### src/rtl/fetch_queue_if.sv
// fetch_queue_if: instruction-memory request/response, redirect and decode handshake bundle.
// master = fetch stage, slave = surrounding memory/execute/decode environment.
interface fetch_queue_if #(
    parameter int unsigned XLEN = 32
) ();
    logic            imem_req_valid;
    logic            imem_req_ready;
    logic [XLEN-1:0] imem_addr;
    logic            imem_rsp_valid;
    logic [XLEN-1:0] imem_rsp_data;
    logic            redirect_valid;
    logic [XLEN-1:0] redirect_pc;
    logic            inst_valid;
    logic            inst_ready;
    logic [XLEN-1:0] inst_data;
    logic [XLEN-1:0] inst_pc;
    logic            inst_fault;

    modport master (
        output imem_req_valid, imem_addr, inst_valid, inst_data, inst_pc, inst_fault,
        input  imem_req_ready, imem_rsp_valid, imem_rsp_data, redirect_valid, redirect_pc,
               inst_ready
    );

    modport slave (
        input  imem_req_valid, imem_addr, inst_valid, inst_data, inst_pc, inst_fault,
        output imem_req_ready, imem_rsp_valid, imem_rsp_data, redirect_valid, redirect_pc,
               inst_ready
    );
endinterface

### src/rtl/fetch_queue.sv
// fetch_queue: decoupled fetch stage with credit-limited requests, DEPTH-entry FIFO and flush.
// Optional macro FETCH_MISALIGN_CHECK_EN: misaligned redirects halt fetch and queue a fault entry.
module fetch_queue #(
    parameter int unsigned     XLEN     = 32,
    parameter int unsigned     DEPTH    = 4,
    parameter logic [XLEN-1:0] RESET_PC = 32'h0100_0000
) (
    input logic           clock,
    input logic           reset,
    fetch_queue_if.master bus
);
    localparam int unsigned AW = $clog2(DEPTH);
    localparam int unsigned CW = AW + 1;

    logic [XLEN-1:0] r_pc;
    logic [XLEN-1:0] r_rsp_pc;
    logic [CW-1:0]   r_count;
    logic [CW-1:0]   r_outstanding;
    logic [CW-1:0]   r_discard;
    logic [AW-1:0]   r_rd_ptr;
    logic [AW-1:0]   r_wr_ptr;
    logic [XLEN-1:0] r_mem_data [DEPTH];
    logic [XLEN-1:0] r_mem_pc   [DEPTH];

    logic            w_req_valid;
    logic            w_accept;
    logic            w_rsp_keep;
    logic            w_rsp_drop;
    logic            w_deq;
    logic            w_enq;
    logic            w_halted;
    logic [XLEN-1:0] w_redirect_pc;
    logic [XLEN-1:0] w_enq_data;
    logic [XLEN-1:0] w_enq_pc;
    logic [CW:0]     w_inflight;
    logic [CW-1:0]   w_out_d;
    logic [CW-1:0]   w_flush_cnt;

`ifdef FETCH_MISALIGN_CHECK_EN
    localparam logic [XLEN-1:0] NOP = 'h13;

    logic            r_halted;
    logic            r_fault_sent;
    logic [XLEN-1:0] r_fault_pc;
    logic            r_mem_fault [DEPTH];
    logic            w_misaligned;
    logic            w_fault_enq;

    assign w_misaligned  = bus.redirect_pc[1:0] != 2'b00;
    assign w_redirect_pc = bus.redirect_pc;
    // Fault entry waits until every stale response has been discarded and the queue is empty.
    assign w_fault_enq   = r_halted && !r_fault_sent && (r_discard == '0) && (r_count == '0) &&
                           !bus.redirect_valid;
    assign w_halted      = r_halted;
    assign w_enq         = w_rsp_keep || w_fault_enq;
    assign w_enq_pc      = w_fault_enq ? r_fault_pc : r_rsp_pc;
    assign w_enq_data    = w_fault_enq ? NOP : bus.imem_rsp_data;
    assign bus.inst_fault = r_mem_fault[r_rd_ptr];

    always_ff @(posedge clock or negedge reset) begin
        if (!reset) begin
            r_halted     <= 1'b0;
            r_fault_sent <= 1'b0;
            r_fault_pc   <= '0;
        end else if (bus.redirect_valid) begin
            r_halted     <= w_misaligned;
            r_fault_sent <= 1'b0;
            if (w_misaligned) r_fault_pc <= bus.redirect_pc;
        end else if (w_fault_enq) begin
            r_fault_sent <= 1'b1;
        end
    end

    always_ff @(posedge clock or negedge reset) begin
        if (!reset) begin
            for (int i = 0; i < DEPTH; i++) r_mem_fault[i] <= 1'b0;
        end else if (w_enq && !bus.redirect_valid) begin
            r_mem_fault[r_wr_ptr] <= w_fault_enq;
        end
    end
`else
    assign w_redirect_pc  = {bus.redirect_pc[XLEN-1:2], 2'b00};
    assign w_halted       = 1'b0;
    assign w_enq          = w_rsp_keep;
    assign w_enq_pc       = r_rsp_pc;
    assign w_enq_data     = bus.imem_rsp_data;
    assign bus.inst_fault = 1'b0;
`endif

    assign w_inflight  = {1'b0, r_outstanding} + {1'b0, r_count};
    assign w_req_valid = reset && !bus.redirect_valid && !w_halted &&
                         (w_inflight < (CW + 1)'(DEPTH));
    assign w_accept    = w_req_valid && bus.imem_req_ready;
    assign w_rsp_drop  = bus.imem_rsp_valid && (r_discard != '0);
    assign w_rsp_keep  = bus.imem_rsp_valid && (r_discard == '0);
    assign w_deq       = (r_count != '0) && bus.inst_ready;
    // Everything still in flight after this edge belongs to the old path.
    assign w_flush_cnt = bus.imem_rsp_valid ? r_outstanding - 1'b1 : r_outstanding;

    always_comb begin
        w_out_d = r_outstanding;
        if (w_accept && !bus.imem_rsp_valid) begin
            w_out_d = r_outstanding + 1'b1;
        end else if (!w_accept && bus.imem_rsp_valid) begin
            w_out_d = r_outstanding - 1'b1;
        end
    end

    always_ff @(posedge clock or negedge reset) begin
        if (!reset) begin
            r_pc          <= RESET_PC;
            r_rsp_pc      <= RESET_PC;
            r_count       <= '0;
            r_outstanding <= '0;
            r_discard     <= '0;
            r_rd_ptr      <= '0;
            r_wr_ptr      <= '0;
        end else if (bus.redirect_valid) begin
            r_pc          <= w_redirect_pc;
            r_rsp_pc      <= w_redirect_pc;
            r_count       <= '0;
            r_rd_ptr      <= '0;
            r_wr_ptr      <= '0;
            r_discard     <= w_flush_cnt;
            r_outstanding <= w_flush_cnt;
        end else begin
            r_outstanding <= w_out_d;
            if (w_accept)   r_pc      <= r_pc + XLEN'(4);
            if (w_rsp_drop) r_discard <= r_discard - 1'b1;
            if (w_rsp_keep) r_rsp_pc  <= r_rsp_pc + XLEN'(4);
            if (w_enq)      r_wr_ptr  <= r_wr_ptr + 1'b1;
            if (w_deq)      r_rd_ptr  <= r_rd_ptr + 1'b1;
            if (w_enq && !w_deq) begin
                r_count <= r_count + 1'b1;
            end else if (!w_enq && w_deq) begin
                r_count <= r_count - 1'b1;
            end
        end
    end

    always_ff @(posedge clock or negedge reset) begin
        if (!reset) begin
            for (int i = 0; i < DEPTH; i++) begin
                r_mem_data[i] <= '0;
                r_mem_pc[i]   <= '0;
            end
        end else if (w_enq && !bus.redirect_valid) begin
            r_mem_data[r_wr_ptr] <= w_enq_data;
            r_mem_pc[r_wr_ptr]   <= w_enq_pc;
        end
    end

    assign bus.imem_req_valid = w_req_valid;
    assign bus.imem_addr      = r_pc;
    assign bus.inst_valid     = r_count != '0;
    assign bus.inst_data      = r_mem_data[r_rd_ptr];
    assign bus.inst_pc        = r_mem_pc[r_rd_ptr];
endmodule

### src/flat_wrapper.sv
// flat-port wrapper written by rule: the top's interface ports become plain ports
module fetch_queue_flat 
#(
    parameter int unsigned     XLEN     = 32,
    parameter int unsigned     DEPTH    = 4,
    parameter logic [XLEN-1:0] RESET_PC = 32'h0100_0000
)
  (clock, reset, bus_imem_req_valid, bus_imem_addr, bus_inst_valid, bus_inst_data, bus_inst_pc, bus_inst_fault, bus_imem_req_ready, bus_imem_rsp_valid, bus_imem_rsp_data, bus_redirect_valid, bus_redirect_pc, bus_inst_ready);
  fetch_queue_if #(.XLEN(XLEN)) bus_i ();
  input logic clock;
  input logic reset;
  output wire logic [$bits(bus_i.imem_req_valid)-1:0] bus_imem_req_valid;
  output wire logic [$bits(bus_i.imem_addr)-1:0] bus_imem_addr;
  output wire logic [$bits(bus_i.inst_valid)-1:0] bus_inst_valid;
  output wire logic [$bits(bus_i.inst_data)-1:0] bus_inst_data;
  output wire logic [$bits(bus_i.inst_pc)-1:0] bus_inst_pc;
  output wire logic [$bits(bus_i.inst_fault)-1:0] bus_inst_fault;
  input wire logic [$bits(bus_i.imem_req_ready)-1:0] bus_imem_req_ready;
  input wire logic [$bits(bus_i.imem_rsp_valid)-1:0] bus_imem_rsp_valid;
  input wire logic [$bits(bus_i.imem_rsp_data)-1:0] bus_imem_rsp_data;
  input wire logic [$bits(bus_i.redirect_valid)-1:0] bus_redirect_valid;
  input wire logic [$bits(bus_i.redirect_pc)-1:0] bus_redirect_pc;
  input wire logic [$bits(bus_i.inst_ready)-1:0] bus_inst_ready;
  assign bus_imem_req_valid = bus_i.imem_req_valid;
  assign bus_imem_addr = bus_i.imem_addr;
  assign bus_inst_valid = bus_i.inst_valid;
  assign bus_inst_data = bus_i.inst_data;
  assign bus_inst_pc = bus_i.inst_pc;
  assign bus_inst_fault = bus_i.inst_fault;
  assign bus_i.imem_req_ready = bus_imem_req_ready;
  assign bus_i.imem_rsp_valid = bus_imem_rsp_valid;
  assign bus_i.imem_rsp_data = bus_imem_rsp_data;
  assign bus_i.redirect_valid = bus_redirect_valid;
  assign bus_i.redirect_pc = bus_redirect_pc;
  assign bus_i.inst_ready = bus_inst_ready;
  fetch_queue #(.XLEN(XLEN), .DEPTH(DEPTH), .RESET_PC(RESET_PC)) u_core (.clock(clock), .reset(reset), .bus(bus_i));
endmodule
### config.mk
export PLATFORM = sky130hd
export DESIGN_NAME = fetch_queue_flat
export DESIGN_NICKNAME = d
export VERILOG_FILES = /design/src/rtl/fetch_queue_if.sv /design/src/rtl/fetch_queue.sv /design/src/flat_wrapper.sv
export SDC_FILE = /design/constraint.sdc
export NUM_CORES = 1
export LEC_CHECK = 0
export CORE_ASPECT_RATIO = 2
export CORE_UTILIZATION = 27
export DETAILED_ROUTE_END_ITERATION = 12
export GPL_ROUTABILITY_DRIVEN = 0
export PLACE_DENSITY = 0.45
export RECOVER_POWER = 100
export SLEW_MARGIN = 25
export SYNTH_ARGS = -nofsm -noshare
export SYNTH_HDL_FRONTEND = slang
export SYNTH_SLANG_ARGS = --single-unit
### constraint.sdc
create_clock -name clock -period 2 [get_ports clock]
set_input_delay 0.4 -clock clock [delete_from_list [all_inputs] [get_ports clock]]
set_output_delay 0.4 -clock clock [all_outputs]
set_load 0.005 [all_outputs]
After elaboration in Yosys (flattened, before gate mapping):

Index checks and enable logic that the tools add are counted.

* muxes and demuxes: 27
* bitwise gates (word level): 2
* reductions and logical operators: 26
* order comparisons: 4
* $add $sub $neg: 10

Operators with widths (count)
* 32-bit 2-to-1 mux: 9
* 128-bit bitwise mux: 2
* 32-bit binary-select mux with 2-bit select: 2
* 32-bit by 3-bit adder with 32-bit output, second input constant: 2
* 32-bit demux with 2-bit select: 1
* 3-bit 2-to-1 mux: 9
* 1-bit logical AND: 12
* 3-bit nonzero test: 4
* 3-bit by 1-bit subtractor with 3-bit output, second input constant: 3
* 2-bit 2-to-1 mux: 4
* 2-bit nonzero test: 4
* 3-bit by 1-bit adder with 3-bit output, second input constant: 2
* 3-bit >= comparator, second input constant: 2
* 2-bit inverter with 3-bit output: 2
* 1-bit logical NOT: 5
* 2-bit by 1-bit adder with 2-bit output, second input constant: 2
* 3-bit by 3-bit adder with 4-bit output: 1
* 4-bit by 3-bit less-than comparator with 1-bit output, second input constant: 1
* 3-bit logical NOT: 1
* 3-bit by 1-bit less-than comparator with 1-bit output, second input constant: 1

* bits in registers: 333
* output and inout port bits: 99
* word-level logic and storage cells: 84

Logic depth before layout (Yosys ltp):

Gate-level depths: netlist (run 1).

* depth in word-level cells: 9
* gate-level depth with buffers: 10
* gate-level depth less buffers: 9

Worst setup path before layout (run 1):

OpenSTA, ideal clock, no wires.

* path kind: register to register
* from: register u_core.r_outstanding[2]
* to: register u_core.r_pc[17], in the netlist u_core.bus.imem_addr[17]
* setup slack: -132 ps
* arrival time: 2007 ps
* library setup time: 125 ps
* path buffers: 2
* period minus slack after synthesis: 2132 ps
* required time: 1875 ps
* stages on the path, launching flop included: 9
* path through: dfrtp_1 -> ha_1 -> nor4b_2 -> and4_1 -> buf_2 -> buf_2 -> nand4_1 -> xnor2_1 -> mux2_2

* cells in the longest elaborated chain, start to end: 5

RTL lines
* from (decl): RTL line fetch_queue.sv:18 `logic [CW-1:0] r_outstanding;`
* from (signal assigned): RTL line fetch_queue.sv:125 `r_outstanding <= w_flush_cnt;`
* from (signal assigned): RTL line fetch_queue.sv:127 `r_outstanding <= w_out_d;`
* 3-bit by 3-bit adder with 4-bit output: RTL line fetch_queue.sv:90 `assign w_inflight = {1'b0, r_outstanding} + {1'b0, r_count};`
* 4-bit by 3-bit less-than comparator with 1-bit output: RTL line fetch_queue.sv:92 `(w_inflight < (CW + 1)'(DEPTH));`
* 1-bit logical AND: RTL line fetch_queue.sv:91 `assign w_req_valid = reset && !bus.redirect_valid && !w_halted &&`
* 1-bit logical AND: RTL line fetch_queue.sv:93 `assign w_accept = w_req_valid && bus.imem_req_ready;`
* 2-bit nonzero test (no line)
* to (signal assigned): RTL line fetch_queue.sv:119 `r_pc <= w_redirect_pc;`
* to (signal assigned): RTL line fetch_queue.sv:128 `if (w_accept) r_pc <= r_pc + XLEN'(4);`
* to (decl): RTL line fetch_queue.sv:15 `logic [XLEN-1:0] r_pc;`

Every way passes these cells.
A chain may end at the register's enable or synchronous reset.

Worst setup path after layout (run 1):

* from: register u_core.r_rd_ptr[0]
* to: output bus_inst_data[5]

* cells in the longest elaborated chain, start to end: 4

RTL lines
* from (decl): RTL line fetch_queue.sv:20 `logic [AW-1:0] r_rd_ptr;`
* from (signal assigned): RTL line fetch_queue.sv:132 `if (w_deq) r_rd_ptr <= r_rd_ptr + 1'b1;`
* 2-bit inverter with 3-bit output (not written as such): RTL line fetch_queue.sv:156 `assign bus.inst_data = r_mem_data[r_rd_ptr];`
* 32-bit binary-select mux with 2-bit select: RTL line fetch_queue.sv:156
* 32-bit 2-to-1 mux (not written as such) (2 in a row): RTL line fetch_queue.sv:156
* to (decl): RTL line flat_wrapper.sv:15 `output wire logic [$bits(bus_i.inst_data)-1:0] bus_inst_data;`

Every way passes these cells. The select of a mux whose other input is x is not followed.

==> run_results.csv, run 1 <==
group,metric,value,unit
run_status,status,"complete, but fails checks",
run_status,violations,"negative setup slack",
power,p_total,22.2,mW
clock_tree,clkTransAtPathRegs,0.06,ns
power,power.leakage,9.16,nW
global_routing,grt_use_total,15.5,%
clock_tree,cts_tree,"yes",
timing,fin_crit,2.47,ns
run,drv_cap,0,
timing,setup_ws,-0.474,ns
placement,dp.cells,2010,
yosys,synth.distinct_cells,60,
detailed_routing,vias_per_cell,4.71,
critical_path,start_kind,"register",
global_routing,grt_antenna_before_repair,0,
yosys,yosys_warnings,0,
power,ir_drop,0.000477,V
global_routing,overflow,0,
min_path,whs_path_depth,3,
detailed_routing,drt-pass1-iter-count,4,
yosys,synth_async_sr_flop_share,100,%
floorplanning,fp.coreArea,54700,µm²
finish,fin_util,37.0,%
detailed_routing,post-route-drc-count,0,
clock_tree,clock_path_buffers,3,
detailed_routing,via_count,9990,
timing,maxSlewViolCount,0,
global_routing,grt_max_degree,149,
placement,placed_area,18400,µm²
timing,finalHoldViolCount,0,
global_routing,grt_pass1_vias,10896,
floorplanning,die_w,168,µm
yosys,syn-mean-instance-area,14.0,µm²
timing,grt_setup_unrepaired,"true",
critical_path,critPathCaptureType,"output port",
floorplanning,die_area,56400,µm²
finish,stdcell_count,2121,
clock_tree,clk_latency,0.53,ns
critical_path,r2r_cells,9,
critical_path,timing_worst_setup_path_type,"reg2out",
yosys,synth_edf_count,0,
timing,tns,-57.41,ns
yosys,synth_top_flop_cell,"dfrtp_1",
placement,dpl.hpwl,27600,µm
yosys,synth_top_area_share,53.4,%
yosys,synth_seq_cells,321,
min_path,hp-class,"in2reg",
detailed_routing,drt_iter0_drc,315,
detailed_routing,routedWlPerCell,20.5,µm
yosys,synthTopCellsByArea,"dfrtp_1 53%, mux2_2 19%, mux4_2 9.3%",
timing,slew_headroom,36.5,%
yosys,yosysTopAreaCell,"dfrtp_1",
timing,tightest_slew,0.952,ns
yosys,syn_inst,1068,
power,pwr_density_cell,1100,nW/µm²
floorplanning,fp-row-count,121,
clock_tree,clkSinkCount,321,
critical_path,required,1.60,ns
placement,dp_slack,-0.408,ns
critical_path,worst-endpoint-arrival,2.07,ns
finish,n_antenna_cell,0,
yosys,synth_area,15000,µm²
floorplanning,die_y,335,µm
critical_path,critPathMaxFanout,8,
timing,timing.hold.ws,0.472,ns
clock_tree,cts_buffers,35,
detailed_routing,finalWirelength,43500,µm
clock_tree,htreeDepth,2,
finish,fin_area,20200,µm²
timing,skew,0.0236,ns
detailed_routing,drtAntennaViolNets,0,
timing,period_share,124,%
clock_tree,cts-root-buf,"clkbuf_16",
global_routing,grt_pass1_wl,65800,µm
floorplanning,num_io_pins,169,
yosys,synth_seq_area_share,53.7,%
finish,drive_above_1_share,46.3,%
timing,fmax,404,MHz
floorplanning,initial_core_util,27.4,%
finish,final_nets,1445,
timing,setup_violations,440,
placement,port_buffers,161,
finish,area_growth,35.1,%
-- worst paths after layout --
kind | endpoint | from | slack [ns]
max | bus_inst_data[5] | u_core.r_rd_ptr[0]$_DFFE_PN0P_ | -0.47
min | u_core.r_rsp_pc[5]$_DFFE_PN0N_ | bus_redirect_pc[5] | 0.47
max reg2reg | u_core.bus.imem_addr[23]$_DFFE_PN0P_ | u_core.r_outstanding[2]$_DFFE_PN0P_ | -0.31
min reg2reg | u_core.r_mem_pc[57]$_DFFE_PN0P_ | u_core.r_mem_pc[57]$_DFFE_PN0P_ | 0.47
max in group asynchronous | u_core.bus.imem_addr[21]$_DFFE_PN0P_ | reset | -0.09
min in group asynchronous | u_core.r_outstanding[0]$_DFFE_PN0P_ | reset | 0.62
-- report_power, final --
| group | switching [mW] | internal [mW] | leakage, nW |
|---|---|---|---|
| Sequential | 0.728 | 7.74 | 4.21 |
| Clock | 2.68 | 3.44 | 0.519 |
| Combinational | 3.04 | 4.62 | 4.43 |
| Total | 6.45 | 15.8 | 9.16 |
-- routing by layer --
| metal | routed length, µm | track usage (%) | part of all wire (%) |
|---|---|---|---|
| met1 | 16700 | 16.8 | 38 |
| met2 | 23800 | 29.5 | 55 |
| met3 | 1550 | 2.35 | 3.6 |
| met4 | 1450 | 6.15 | 3.3 |
| met5 | 0 | 0 | 0 |
-- critical path: stages (launching register included) --
cell     delay (ns)
dfrtp_4        0.50
buf_6          0.15
buf_12         0.13
buf_8          0.11
mux4_2         0.50
buf_6          0.13
-- registers in the layout, summed over array words and instances (netlist names) --
signal / count
u_core.r_wr_ptr: 2
u_core.r_discard: 3
u_core.r_outstanding: 3
u_core.r_mem_pc: 120
u_core.r_rd_ptr: 2
u_core.r_mem_data: 128
u_core.r_rsp_pc: 30
u_core.r_count: 3
u_core.bus.imem_addr: 30
-- cell families (layout without fill, tap and decap cells) --
kind of cell | after synthesis | in the layout | share of synthesized area [%]
adder cells (fa/ha/maj) | 14 | 14 | 1.20
XOR/XNOR | 50 | 50 | 2.93
other | 1 | 5 | 0.0251
multiplexers | 326 | 326 | 29.1
AND/OR/NAND/NOR | 191 | 192 | 7.06
flip-flops | 321 | 321 | 53.7
buffers and inverters | 90 | 400 | 2.77
AO/OA/AOI/OAI | 75 | 75 | 3.17
-- cell type report --
| type | count | area [µm²] |
|---|---|---|
| fill | 5320 | 34400 |
| sequential | 321 | 8040 |
| multi-input combinational | 662 | 6800 |
| timing repair buffer | 326 | 3340 |
| clock buffer | 48 | 985 |
| tap | 738 | 923 |
| clock inverter | 10 | 60.1 |
| inverter | 16 | 60.1 |
-- synth_stat cells, types with 4 or more instances --
library cell	count
dfrtp_1	319
mux2_2	257
mux4_2	62
nand2_1	53
buf_2	39
nand3_1	29
nand4_1	29
clkbuf_1	26
xnor2_1	26
xor2_1	24
o21ai_0	23
nor2_1	22
inv_1	15
ha_1	12
and3_1	10
o211ai_1	9
a21boi_0	8
nor3_1	8
a21oi_1	7
mux2i_1	7
o21ai_1	7
and4_1	6
and2_1	5
buf_4	5
nor4_1	5
or3_1	5
a31oi_1	4
nand2b_1	4
-- placed cells by master, fill, tap and decap left out, types with 5 or more instances in the layout --
cell type / synthesis / final
dfrtp_1: 319 / 316
buf_4: 5 / 76
and4_1: 6 / 5
clkinv_2: 0 / 7
clkbuf_2: 1 / 6
o21ai_1: 7 / 8
a21oi_1: 7 / 7
buf_12: 0 / 25
clkbuf_16: 0 / 40
clkbuf_1: 26 / 13
or3_1: 5 / 5
buf_16: 0 / 7
nand4_1: 29 / 29
clkbuf_8: 0 / 6
mux2i_1: 7 / 7
mux4_2: 62 / 62
o211ai_1: 9 / 9
conb_1: 1 / 5
xor2_1: 24 / 24
nor4_1: 5 / 5
xnor2_1: 26 / 26
nor3_1: 8 / 6
nor2_4: 0 / 5
nor2_1: 22 / 16
clkdlybuf4s50_1: 0 / 90
buf_8: 0 / 8
nand3_1: 29 / 25
ha_1: 12 / 12
nand2_1: 53 / 47
o21ai_0: 23 / 19
buf_6: 1 / 53
mux2_2: 257 / 252
mux2_4: 0 / 5
inv_1: 15 / 14
buf_2: 39 / 43
and3_1: 10 / 9
-- repair_timing --
| action | in CTS | in global routing |
|---|---|---|
| gates resized for setup | 365 | 57 |
| hold buffers | 1 | 0 |
| endpoints found under the hold margin | 27 | 0 |
| setup endpoints to repair | 283 | 207 |
| cloned | 8 | 7 |
| pin swaps | 33 | 39 |
| buffers inserted | 33 | 18 |
Power figures use the tool's default switching activity.
==> run 2: changes to the inputs <==
--- a/config.mk
+++ b/config.mk
@@ -11,7 +11,7 @@
 export GPL_ROUTABILITY_DRIVEN = 0
 export PLACE_DENSITY = 0.45
 export RECOVER_POWER = 100
-export SLEW_MARGIN = 25
+export SETUP_SLACK_MARGIN = 0.3
 export SYNTH_ARGS = -nofsm -noshare
 export SYNTH_HDL_FRONTEND = slang
 export SYNTH_SLANG_ARGS = --single-unit
==> run_results.csv, run 2 (synthesis results as in run 1) <==
group,metric,value,unit
clock_tree,cts-root-buf,"clkbuf_16",
finish,seqCellArea,8050,µm²
timing,tns,-58.48,ns
finish,nFillCells,5132,
timing,maxSlewViolCount,0,
power,power.leakage,10.4,nW
timing,skew,0.0199,ns
critical_path,critPathCaptureType,"output port",
critical_path,worst-endpoint-arrival,2.16,ns
power,sequentialPowerShare,34.7,%
floorplanning,die_w,168,µm
critical_path,critPathMaxFanout,7,
min_path,hp-start,"bus_redirect_valid",
critical_path,reg2reg_slack,-0.19,ns
detailed_routing,drt_iter0_drc,321,
global_routing,grt_max_degree,136,
finish,fin_util,41.4,%
global_routing,overflow,0,
placement,dp_slack,-0.301,ns
timing,fin_crit,2.56,ns
floorplanning,num_io_pins,169,
timing,period_share,128,%
critical_path,timing_worst_setup_path_type,"reg2out",
timing,slew_headroom,31.3,%
timing,setup_ws,-0.559,ns
clock_tree,cts_tree,"yes",
floorplanning,initial_core_util,27.4,%
detailed_routing,via_count,10582,
finish,top_regs,"u_core.r_mem_data (128), u_core.r_mem_pc (120)",
finish,n_antenna_cell,0,
power,pwr_density_cell,1080,nW/µm²
clock_tree,clkTransAtPathRegs,0.07,ns
power,ir_drop,0.000752,V
global_routing,grt_pass1_vias,11687,
finish,fin_area,22600,µm²
detailed_routing,finalWirelength,49200,µm
min_path,whs_path_depth,3,
detailed_routing,vias_per_cell,4.76,
timing,grt_setup_unrepaired,"true",
floorplanning,die_area,56400,µm²
power,swShare,29.0,%
power,combPwrFrac,37.9,%
power,p_sw,7.08,mW
timing,finalHoldViolCount,0,
min_path,hp-class,"in2reg",
run_status,status,"complete, but fails checks",
critical_path,r2r-start,"u_core.r_outstanding[2]$_DFFE_PN0P_",
floorplanning,fp.coreArea,54700,µm²
detailed_routing,drt-pass1-iter-count,4,
floorplanning,die_y,335,µm
timing,fmax,391,MHz
critical_path,required,1.60,ns
critical_path,worstReg2RegEnd,"u_core.bus.imem_addr[27]$_DFFE_PN0P_",
finish,final_nets,1545,
finish,area_growth,51.2,%
finish,drive_above_1_share,53.6,%
run,drv_cap,0,
floorplanning,fp-row-count,121,
clock_tree,htreeDepth,2,
clock_tree,clk_latency,0.54,ns
power,p_total,24.4,mW
finish,final_common_cell,"dfrtp_1",
run_status,violations,"negative setup slack",
min_path,hold_path_end,"u_core.r_rsp_pc[16]$_DFFE_PN0N_",
placement,dpl.hpwl,28300,µm
power,p_int,17.3,mW
timing,setup_violations,336,
global_routing,grt_pass1_wl,72400,µm
critical_path,r2r_cells,8,
placement,placed_area,18400,µm²
detailed_routing,post-route-drc-count,0,
clock_tree,cts_buffers,35,
critical_path,start_kind,"register",
finish,final_cell_mix,"309 x dfrtp_1, 233 x mux2_2, 100 x buf_4",
power,clkPwrFrac,27.4,%
global_routing,grt_use_total,17.2,%
finish,largest-register,"u_core.r_mem_data",
global_routing,grt_antenna_before_repair,0,
detailed_routing,routedWlPerCell,22.1,µm
clock_tree,clkSinkCount,321,
finish,multi_input_area,7250,µm²
detailed_routing,drtAntennaViolNets,0,
timing,tightest_slew,1.03,ns
finish,largest_reg_flops,128,
clock_tree,clock_path_buffers,3,
placement,port_buffers,161,
## run 2: metrics by stage
step / hold WS [ns] / cells
after floorplan: 0.104 / 1072
after global placement: 0.456 / 2008
after detailed placement: 0.473 / 2008
after CTS: 0.325 / 2170
after global routing: 0.328 / 2224
final: 0.320 / 2224
## run 2: worst max-delay path by stage
stage / slack (ns) / start / depth (start not counted) / endpoint
detailed placement: -0.30 / u_core.r_count[2]$_DFFE_PN0P_ / 8 / u_core.bus.imem_addr[24]$_DFFE_PN1P_
finish: -0.56 / u_core.r_rd_ptr[0]$_DFFE_PN0P_ / 6 / bus_inst_data[2]
global route: -0.63 / u_core.r_rd_ptr[0]$_DFFE_PN0P_ / 6 / bus_inst_data[2]
floorplan: -0.07 / u_core.r_count[2]$_DFFE_PN0P_ / 8 / u_core.bus.imem_addr[17]$_DFFE_PN0P_
CTS: -0.59 / u_core.r_rd_ptr[0]$_DFFE_PN0P_ / 6 / bus_inst_data[28]
global placement: -0.25 / u_core.r_count[2]$_DFFE_PN0P_ / 8 / u_core.bus.imem_addr[24]$_DFFE_PN1P_
## run 2: final cells by class
cell class              instances  area share, %
multi-input cells             665           32.0
well taps                     738           4.08
flip-flops and latches        321           35.6
clock buffers                  47           4.43
inverters                      16          0.266
repair buffers                423           22.9
clock inverters                14          0.725
## run 2: repair_timing
item | CTS | global route
cloned | 33 | 11
pin swaps | 33 | 62
gates resized for setup | 429 | 159
endpoints found under the setup margin | 404 | 481
hold buffers | 1 | 0
hold endpoints to repair | 26 | 0
setup buffers | 67 | 43
## run 2: worst max-delay path: stages, from the launching register on
cell,delay (ns)
dfrtp_4,0.49
buf_12,0.16
buf_12,0.14
buf_6,0.12
buf_12,0.12
mux4_2,0.43
buf_2,0.15
## run 2: power by group through the flow
stage / sequential (mW) / clock (mW) / combinational (mW)
2_1_floorplan: 8.35 / 0 / 3.76
3_3_place_gp: 8.54 / 0 / 7.39
3_5_place_dp: 8.59 / 0 / 7.45
4_1_cts: 8.46 / 6.97 / 8.47
5_1_grt: 8.62 / 7.18 / 9.92
6_report: 8.47 / 6.68 / 9.23
## run 2: routing by layer
metal / part of all wire [%] / global-route usage [%] / wire (µm) / vias up
li1: - / - / - / 4742
met1: 37 / 18.6 / 18000 / 5530
met2: 57 / 33.8 / 28100 / 242
met3: 3.3 / 2.10 / 1620 / 68
met4: 3.1 / 5.69 / 1520 / 0
met5: 0 / 0 / 0 / -
==> run 3: changes to the inputs <==
--- a/config.mk
+++ b/config.mk
@@ -7,9 +7,11 @@
 export LEC_CHECK = 0
 export CORE_ASPECT_RATIO = 2
 export CORE_UTILIZATION = 27
+export CTS_CLUSTER_DIAMETER = 60
 export DETAILED_ROUTE_END_ITERATION = 12
 export GPL_ROUTABILITY_DRIVEN = 0
-export PLACE_DENSITY = 0.45
+export GPL_TIMING_DRIVEN = 0
+export PLACE_DENSITY_LB_ADDON = 0.08
 export RECOVER_POWER = 100
 export SETUP_SLACK_MARGIN = 0.3
 export SYNTH_ARGS = -nofsm -noshare
==> run_results.csv, run 3 (synthesis results as in run 1) <==
group,metric,value,unit
critical_path,critPathCaptureType,"output port",
critical_path,timing_worst_setup_path_type,"reg2out",
finish,stdcell_count,2235,
clock_tree,cts_tree,"yes",
power,pwr_density_cell,1060,nW/µm²
finish,final_cell_mix,"300 x dfrtp_1, 229 x mux2_2, 82 x buf_4",
critical_path,slowest_delay,0.50,ns
floorplanning,num_io_pins,169,
placement,dpl.hpwl,31100,µm
timing,fmax,401,MHz
global_routing,overflow,0,
floorplanning,initial_core_util,27.4,%
finish,drive_above_1_share,54.3,%
detailed_routing,finalWirelength,50400,µm
critical_path,cp.depth,6,
run_status,status,"complete, but fails checks",
timing,grt_setup_unrepaired,"true",
detailed_routing,drt-pass1-iter-count,4,
finish,final_common_cell,"dfrtp_1",
min_path,hp-class,"in2async",
timing,skew,0.0143,ns
critical_path,crit_path_frequent_cell,"buf_12",
critical_path,required,1.60,ns
timing,period_share,125,%
critical_path,crit_buf_inv,5,
timing,tns,-49.37,ns
detailed_routing,post-route-drc-count,0,
timing,timing.hold.ws,-0.231,ns
run_status,violations,"negative hold slack, negative setup slack",
critical_path,worst-endpoint-arrival,2.09,ns
timing,fin_crit,2.49,ns
floorplanning,fp.coreArea,54700,µm²
clock_tree,clkSinkCount,321,
timing,slew_headroom,17.2,%
timing,tightest_slew,1.24,ns
timing,finalHoldViolCount,52,
finish,fin_util,41.5,%
clock_tree,clock_path_buffers,3,
global_routing,grt_pass1_wl,75400,µm
finish,n_antenna_cell,0,
run,drv_cap,0,
critical_path,start_kind,"register",
clock_tree,cts_buffers,36,
power,ir_drop,0.000586,V
floorplanning,die_area,56400,µm²
global_routing,grt_pass1_vias,11575,
placement,port_buffers,160,
power,power.leakage,10.4,nW
detailed_routing,drtAntennaViolNets,0,
floorplanning,die_w,168,µm
global_routing,grt_antenna_before_repair,0,
global_routing,grt_max_degree,104,
detailed_routing,vias_per_cell,4.76,
detailed_routing,drt_iter0_drc,333,
timing,setup_violations,411,
finish,area_growth,51.6,%
clock_tree,clkTransAtPathRegs,0.06,ns
detailed_routing,via_count,10635,
finish,final_nets,1557,
critical_path,cpMaxStageDelayCell,"mux4_2",
placement,dp.cells,1973,
timing,maxSlewViolCount,0,
critical_path,path_delay_family,"buffers and inverters",
global_routing,grt_use_total,18.1,%
critical_path,path_cells,"clkbuf_16, buf_12, buf_12, buf_12, mux4_2, buf_6",
timing,setup_ws,-0.491,ns
detailed_routing,routedWlPerCell,22.5,µm
floorplanning,fp-row-count,121,
finish,largest-register,"u_core.r_mem_data",
critical_path,critPathMaxFanout,5,
clock_tree,htreeDepth,2,
critical_path,r2r_cells,10,
clock_tree,cts-root-buf,"clkbuf_16",
floorplanning,die_y,335,µm
finish,largest_reg_flops,128,
clock_tree,clk_latency,0.54,ns
finish,top_regs,"u_core.r_mem_data (128), u_core.r_mem_pc (120)",
[run 3: changes by cell type in the layout (fill, tap and decap cells not counted), moves of 7 or more]
cell	before	now
dfrtp_2	8	19
dlygate4sd2_1	10	0
buf_4	100	82
clkbuf_1	7	19
buf_16	37	30
buf_12	44	57
clkdlybuf4s25_1	12	22
buf_2	33	44
buf_6	86	78
dfrtp_1	309	300
clkbuf_2	5	12
[run 3: final timing paths]
path,startpoint,to,slack [ns]
worst max-delay path,u_core.r_rd_ptr[0]$_DFFE_PN0P_,bus_inst_data[4],-0.49
worst min-delay path,reset,u_core.r_count[2]$_DFFE_PN0P_,-0.23
worst max register to register,u_core.r_discard[1]$_DFFE_PN0P_,u_core.r_rsp_pc[30]$_DFFE_PN0N_,-0.17
worst min register to register,u_core.r_mem_pc[11]$_DFFE_PN0P_,u_core.r_mem_pc[11]$_DFFE_PN0P_,0.48
max in group asynchronous,reset,u_core.r_mem_data[34]$_DFFE_PN0P_,-0.04
min in group clock,bus_redirect_pc[26],u_core.r_rsp_pc[26]$_DFFE_PN0N_,0.45
[run 3: timing repair]
| item | 4_1_cts | 5_1_grt |
|---|---|---|
| buffers inserted | 96 | 68 |
| hold endpoints to repair | 52 | 52 |
| endpoints found under the setup margin | 415 | 405 |
| pin swaps | 46 | 50 |
| gates cloned | 36 | 1 |
| resized for setup | 596 | 156 |
[run 3: worst reg2reg max path, delay by kind of cell (launching register included)]
| kind | cells | cell delay [ns] |
|---|---|---|
| flip-flops | 1 | 0.38 |
| adder cells (fa/ha/maj) | 1 | 0.19 |
| buffers and inverters | 5 | 0.55 |
| AND/OR/NAND/NOR | 2 | 0.52 |
| multiplexers | 1 | 0.26 |
| XOR/XNOR | 1 | 0.16 |
[run 3: through the flow]
stage	setup slack [ns]	total power [mW]	cell area [µm²]	hold slack, ns
global route	-0.564	25.4	22700	-0.200
floorplan	-0.0651	12.1	15100	0.104
detailed placement	-1.14	15.6	17700	0.344
CTS	-0.542	24.0	21700	-0.228
global placement	-14.66	15.5	17600	0.458
finish	-0.491	24.1	22700	-0.231
[run 3: metal layers]
metal	GRT usage, %	vias to the layer above	wire [µm]
li1	-	4756	-
met1	18.4	5529	17800
met2	36.5	257	28900
met3	2.43	93	1750
met4	6.58	0	1990
met5	0	-	0
[run 3: area by class of cell]
| type | instances | area (µm²) |
|---|---|---|
| buffer | 74 | 1040 |
| clock buffer | 52 | 1030 |
| clock inverter | 9 | 111 |
| fill | 5178 | 32000 |
| inverter | 16 | 61.3 |
| multi-input combinational | 666 | 7320 |
| sequential | 321 | 8060 |
| tap | 738 | 923 |
| timing repair buffer | 359 | 4130 |
[run 3: power breakdown]
| part | internal [mW] | switching, mW | total (mW) |
|---|---|---|---|
| clock network | 3.85 | 2.84 | 6.69 |
| logic | 5.39 | 3.46 | 8.85 |
| registers | 7.74 | 0.769 | 8.51 |
| total | 17.0 | 7.07 | 24.1 |
